<file path="src/rtl/alien_shot_scheduler_pkg.sv">
// Shared types and defaults for the enemy-fire scheduler.
package alien_shot_scheduler_pkg;

    typedef enum logic [2:0] {
        IDLE,
        REQ,
        SAMPLE,
        SCAN,
        FIRE
    } sched_state_t;

    localparam int NUM_COLS_DEF    = 10;
    localparam int MIN_GAP_DEF     = 30;
    localparam int SIZE_BITS_DEF   = 8;
    localparam int JITTER_BITS_DEF = 4;

endpackage

</file>
<file path="src/rtl/alien_shot_scheduler_col_scan_wrap.sv">
// Wrap-around column scanner: loads a start column, advances one column per step,
// and reports whether the current column is alive and whether it is the last candidate.
module alien_shot_scheduler_col_scan_wrap #(
    parameter int NUM_COLS = 10,
    parameter int COL_BITS = $clog2(NUM_COLS),
    parameter int TRY_BITS = $clog2(NUM_COLS + 1)
) (
    input  logic                clk,
    input  logic                reset,
    input  logic                load,
    input  logic [COL_BITS-1:0] start,
    input  logic                step,
    input  logic [NUM_COLS-1:0] mask,
    output logic [COL_BITS-1:0] idx,
    output logic                found,
    output logic                exhausted
);

    localparam logic [COL_BITS-1:0] LAST_COL = COL_BITS'(NUM_COLS - 1);
    localparam logic [TRY_BITS-1:0] LAST_TRY = TRY_BITS'(NUM_COLS - 1);

    logic [TRY_BITS-1:0] tries;

    // mask is sampled live so a column dying mid-scan is skipped
    assign found     = mask[idx];
    assign exhausted = (tries == LAST_TRY);

    always_ff @(posedge clk or posedge reset) begin
        if (reset) begin
            idx   <= '0;
            tries <= '0;
        end else if (load) begin
            idx   <= start;
            tries <= '0;
        end else if (step) begin
            idx   <= (idx == LAST_COL) ? '0 : idx + 1'b1;
            tries <= tries + 1'b1;
        end
    end

endmodule

</file>
<file path="src/rtl/alien_shot_scheduler.sv">
// Enemy-fire pacing: frame cooldown, random column/jitter pick, wrap scan of live
// columns, and a req/ack handshake to the bomb unit.
module alien_shot_scheduler
    import alien_shot_scheduler_pkg::*;
#(
    parameter  int SIZE_BITS      = SIZE_BITS_DEF,
    parameter  int NUM_COLS       = NUM_COLS_DEF,
    parameter  int MIN_GAP_FRAMES = MIN_GAP_DEF,
    parameter  int JITTER_BITS    = JITTER_BITS_DEF,
    localparam int COL_BITS       = $clog2(NUM_COLS),
    localparam int CNT_W          = $clog2(MIN_GAP_FRAMES + 2**JITTER_BITS) + 1
) (
    input  logic                 clk,
    input  logic                 reset,
    input  logic                 enable,
    input  logic                 frame_tick,
    input  logic [NUM_COLS-1:0]  alive_cols,
    input  logic [SIZE_BITS-1:0] rand_val,
    output logic                 rand_rise,
    output logic                 fire_req,
    output logic [COL_BITS-1:0]  fire_col,
    input  logic                 fire_ack
);

    localparam int                 COL_EXT  = COL_BITS + 1;
    localparam logic [COL_EXT-1:0] COLS_EXT = COL_EXT'(NUM_COLS);
    localparam logic [CNT_W-1:0]   GAP      = CNT_W'(MIN_GAP_FRAMES);

    sched_state_t           state, state_next;
    logic [CNT_W-1:0]       cnt;
    logic [JITTER_BITS-1:0] jit;
    logic [COL_BITS-1:0]    idx;
    logic [COL_BITS-1:0]    start_col;
    logic [COL_EXT-1:0]     raw_ext;
    logic                   found, exhausted;
    logic                   load, step, hit, reload, dec;

    // raw column is below 2*NUM_COLS, so one conditional subtract folds it into range
    assign raw_ext   = {1'b0, rand_val[COL_BITS-1:0]};
    assign start_col = (raw_ext >= COLS_EXT) ? COL_BITS'(raw_ext - COLS_EXT)
                                             : rand_val[COL_BITS-1:0];

    alien_shot_scheduler_col_scan_wrap #(
        .NUM_COLS (NUM_COLS),
        .COL_BITS (COL_BITS)
    ) u_scan (
        .clk       (clk),
        .reset     (reset),
        .load      (load),
        .start     (start_col),
        .step      (step),
        .mask      (alive_cols),
        .idx       (idx),
        .found     (found),
        .exhausted (exhausted)
    );

    always_ff @(posedge clk or posedge reset) begin
        if (reset) state <= IDLE;
        else       state <= state_next;
    end

    always_comb begin
        state_next = state;
        load       = 1'b0;
        step       = 1'b0;
        hit        = 1'b0;
        reload     = 1'b0;
        dec        = 1'b0;
        if (!enable) begin
            // abort mid-decision still charges a full cooldown
            state_next = IDLE;
            reload     = (state == SCAN) || (state == FIRE);
        end else begin
            case (state)
                IDLE: begin
                    if (cnt == '0)      state_next = REQ;
                    else if (frame_tick) dec = 1'b1;
                end
                REQ:    state_next = SAMPLE;
                SAMPLE: begin
                    load       = 1'b1;
                    state_next = SCAN;
                end
                SCAN: begin
                    if (found) begin
                        hit        = 1'b1;
                        state_next = FIRE;
                    end else begin
                        step = 1'b1;
                        if (exhausted) begin
                            reload     = 1'b1;
                            state_next = IDLE;
                        end
                    end
                end
                FIRE: begin
                    if (fire_ack) begin
                        reload     = 1'b1;
                        state_next = IDLE;
                    end
                end
                default: state_next = IDLE;
            endcase
        end
    end

    always_ff @(posedge clk or posedge reset) begin
        if (reset) begin
            cnt       <= GAP;
            jit       <= '0;
            rand_rise <= 1'b0;
            fire_req  <= 1'b0;
            fire_col  <= '0;
        end else begin
            rand_rise <= (state_next == REQ);
            fire_req  <= (state_next == FIRE);
            if (load)        jit <= rand_val[SIZE_BITS-1 -: JITTER_BITS];
            if (reload)      cnt <= GAP + CNT_W'(jit);
            else if (dec)    cnt <= cnt - 1'b1;
            if (hit)         fire_col <= idx;
        end
    end

endmodule
</file>
<file path="config.mk">
export PLATFORM = sky130hd
export DESIGN_NAME = alien_shot_scheduler
export DESIGN_NICKNAME = d
export VERILOG_FILES = /design/src/rtl/alien_shot_scheduler_pkg.sv /design/src/rtl/alien_shot_scheduler_col_scan_wrap.sv /design/src/rtl/alien_shot_scheduler.sv
export SDC_FILE = /design/constraint.sdc
export NUM_CORES = 1
export LEC_CHECK = 0
export CORE_AREA = 2 2 64 51
export CTS_BUF_LIST = sky130_fd_sc_hd__clkbuf_8
export DETAILED_ROUTE_END_ITERATION = 7
export DIE_AREA = 0 0 66 53
export PLACE_DENSITY_LB_ADDON = 0.3
export RECOVER_POWER = 100
export SKIP_CTS_REPAIR_TIMING = 1
export SLEW_MARGIN = 20
export SYNTH_ARGS = -nofsm -noshare
export SYNTH_HDL_FRONTEND = slang
export SYNTH_HIERARCHICAL = 1
export SYNTH_SLANG_ARGS = --single-unit
</file>
<file path="constraint.sdc">
create_clock -name clk -period 4.65 [get_ports clk]
set_clock_uncertainty 0.1 [all_clocks]
set_input_delay 0.6975 -clock clk [delete_from_list [all_inputs] [get_ports clk]]
set_output_delay 0.6975 -clock clk [all_outputs]
set_load 0.02 [all_outputs]
</file>
==> flow_metrics.tcl <==
set metrics [dict create \
    power_frac_clock_pct 18.1 \
    rsz0062_at_grt "no" \
    antenna_cells 0 \
    grt_overflow 0 \
    drtPass1Iterations 4 \
    avgSynthCellArea_sq_um 9.871 \
    synth_edf_count 0 \
    syn-num-nets 192 \
    grtUsageMet1_pct 28.20 \
    busiest_layer "met2" \
    holdWs_ns 0.3945 \
    drt-vias-per-instance 5.705 \
    synthTopCellsByArea "dfrtp_1, dfstp_2, mux2_2" \
    wl_per_cell_microns 15.01 \
    core_area_sq_um 2850 \
    setup_violations 0 \
    worst_slew_pin_slew_ns 1.613 \
    p_switching_uw 279.9 \
    yosysSeqAreaShare_pct 43.86 \
    htreeDepth 1 \
    cts_buffer_depth 2 \
    min_path_type "reg2reg" \
    hpwl_microns 2562 \
    required_ns 4.70 \
    ant_nets 0 \
    cpPeakStageDelay_ns 1.31 \
    p_total_uw 816.6 \
    drt_iter0_markers 132 \
    slew_viol_final 17 \
    drcViolationCount 0 \
    path_max_fanout 16 \
    cts-root-buf "clkbuf_8" \
    cp-startpoint "enable" \
    ys_warn_count 6 \
    cts_buffers 3 \
    status "finished, violations left" \
    syn-cell-area_sq_um 1609 \
    grt_pass1_vias 1257 \
    reg2reg_to "cnt[0]" \
    cts_tree "yes" \
    synth-compound-area-share_pct 15.79 \
    setup_tns_ns 0 \
    grtUsageMet2_pct 36.53 \
    synth-simple-area-share_pct 18.20 \
    grt_max_degree 21 \
    crit_chain "dlygate4sd3_1 > nand2b_1 > nor3b_1 > inv_1 > nor2_1 > a31oi_1" \
    finalHoldViolations 0 \
    synth_top_family_by_area "simple AND/OR/NAND/NOR gates" \
    grt_use_total_pct 21.55 \
    r2r_start "u_scan/idx[0]" \
    min_to "cnt[1]" \
    swShare_pct 34.28 \
    numPortBuffers 28 \
    intPower_uw 536.7 \
    grt_pass1_wl_microns 5630 \
    clkSlewWorstSetupHoldPaths_ns 0.09 \
    synth_cell_types 48 \
    fin_cells 227 \
    clock_latency_ns 0.27 \
    fp.dieW_microns 66 \
    ys_ff_latch 28 \
    cp-start-kind "input pin" \
    cellPowerDensity_nw_per_um2 420.5 \
    start_util_pct 56.45 \
    min_period_over_period_pct 71.24 \
    arrival_ns 3.37 \
    synth.top_cell.area_share_pct 37.33 \
    fin_crit_ns 3.313 \
    row_count 17 \
    vias 1295 \
    synth-xor-area-share_pct 3.266 \
    routed_wl_microns 3407 \
    comb_power_share_pct 32.0 \
    crit_path_top_delay_cell "nor3b_1" \
    path_class "in2reg" \
    yosysTopAreaCell "dfrtp_1" \
    clock.fmax_mhz 301.9 \
    hold_path_depth 1 \
    ios 29 \
    place.gp.congestion 0.9168 \
    die_area_sq_um 3498 \
    worst_ir_drop_vdd_mv 0.2083 \
    worstHoldStart "jit[1]" \
    synthFlopType "dfrtp_1" \
    violations "max-capacitance violations, max-slew violations" \
    synth_mux_area_share_pct 7.543 \
    slew_headroom_pct -7.769 \
    end_kind "flip-flop" \
    fin_nets 219 \
    syn_to_final_growth_pct 20.68 \
    synthArstFlopShare_pct 100.0 \
    p_leak_uw 0.0008425 \
    cts.sinks 28 \
    grt_use_met3_pct 5.106 \
    antenna_found_initial 0 \
    drive_gt1_share_pct 10.58 \
    maxCapViolCount 1 \
    die_y_microns 53 \
    regToRegSetupSlack_ns 1.71 \
    pwr-share-seq_pct 49.9 \
    rr_worst_depth 7 \
    synthAdderAreaFrac_pct 4.666 \
    dp_cells 223 \
    netlist_instances 163 \
]
[Yosys cell counts, types with 4 or more instances]
library cell,count
xnor2_1,4
ha_1,6
mux2_2,7
o21ai_0,10
dfrtp_1,24
nand2b_1,4
nand3_1,4
nand2_1,10
a31oi_1,5
dfstp_2,4
a21oi_1,4
nor2_1,15
inv_1,15
[layout make-up]
class,instances,area [sq um]
inverters,15,56.30
repair buffers,29,287.8
clock buffers,4,55.05
fillers,225,908.4
flip-flops and latches,28,705.7
multi-input cells,113,789.5
well taps,38,47.55
[layer usage]
layer	vias to the layer above	part of all wire (%)
met5	-	0
met4	0	0.50
met3	2	4.5
met2	38	49
met1	619	46
li1	636	-
[critical path: cells and delay by family]
kind	cells	cell delay (ns)
AND/OR/NAND/NOR	3	1.71
buffers and inverters	2	0.90
AO/OA/AOI/OAI	1	0.06
[cell families (layout without fill, tap and decap cells)]
kind of cell / Yosys count / after routing
compound gates: 37 / 37
flops: 28 / 28
simple gates: 54 / 54
xor+xnor: 6 / 6
buf+inv: 22 / 48
fa+ha+maj: 6 / 6
mux: 10 / 10
[stage by stage]
stage	utilization, %	instance area, sq um	setup slack [ns]
floorplan	-	1609	1.814
global placement	66.42	1893	1.449
detailed placement	66.42	1893	1.396
CTS	68.35	1948	1.651
global route	68.13	1942	1.035
finish	68.13	1942	1.337
[worst max path at each step]
stage | slack [ns] | to | cells past startpoint
detailed placement | 1.40 | cnt[0] | 8
finish | 1.34 | u_scan/idx[1] | 6
floorplan | 1.81 | cnt[0] | 8
CTS | 1.65 | cnt[0] | 8
global route | 1.03 | u_scan/idx[3] | 6
global placement | 1.45 | cnt[0] | 8
[registers in the layout, summed over array words and instances (netlist names)]
register      flops
state             3
fire_req          1
rand_rise         1
fire_col          4
jit               4
u_scan/idx        4
cnt               7
u_scan/tries      4
[cell usage in the layout, fill, tap and decap left out, types with 5 or more instances in the layout]
cell type,count
mux2_2,7
o21ai_0,10
inv_1,15
nand2_1,10
ha_1,6
nor2_1,15
clkdlybuf4s50_1,19
dfrtp_1,24
dlygate4sd3_1,9
a31oi_1,5
[power groups by stage]
stage	sequential, uW	combinational (uW)	clock (uW)
final	407	262	148
after global routing	420	293	164
after CTS	406	263	152
after detailed placement	411	261	0
after global placement	405	245	0
after floorplan	381	218	0
(Power assumes the default switching activity.)
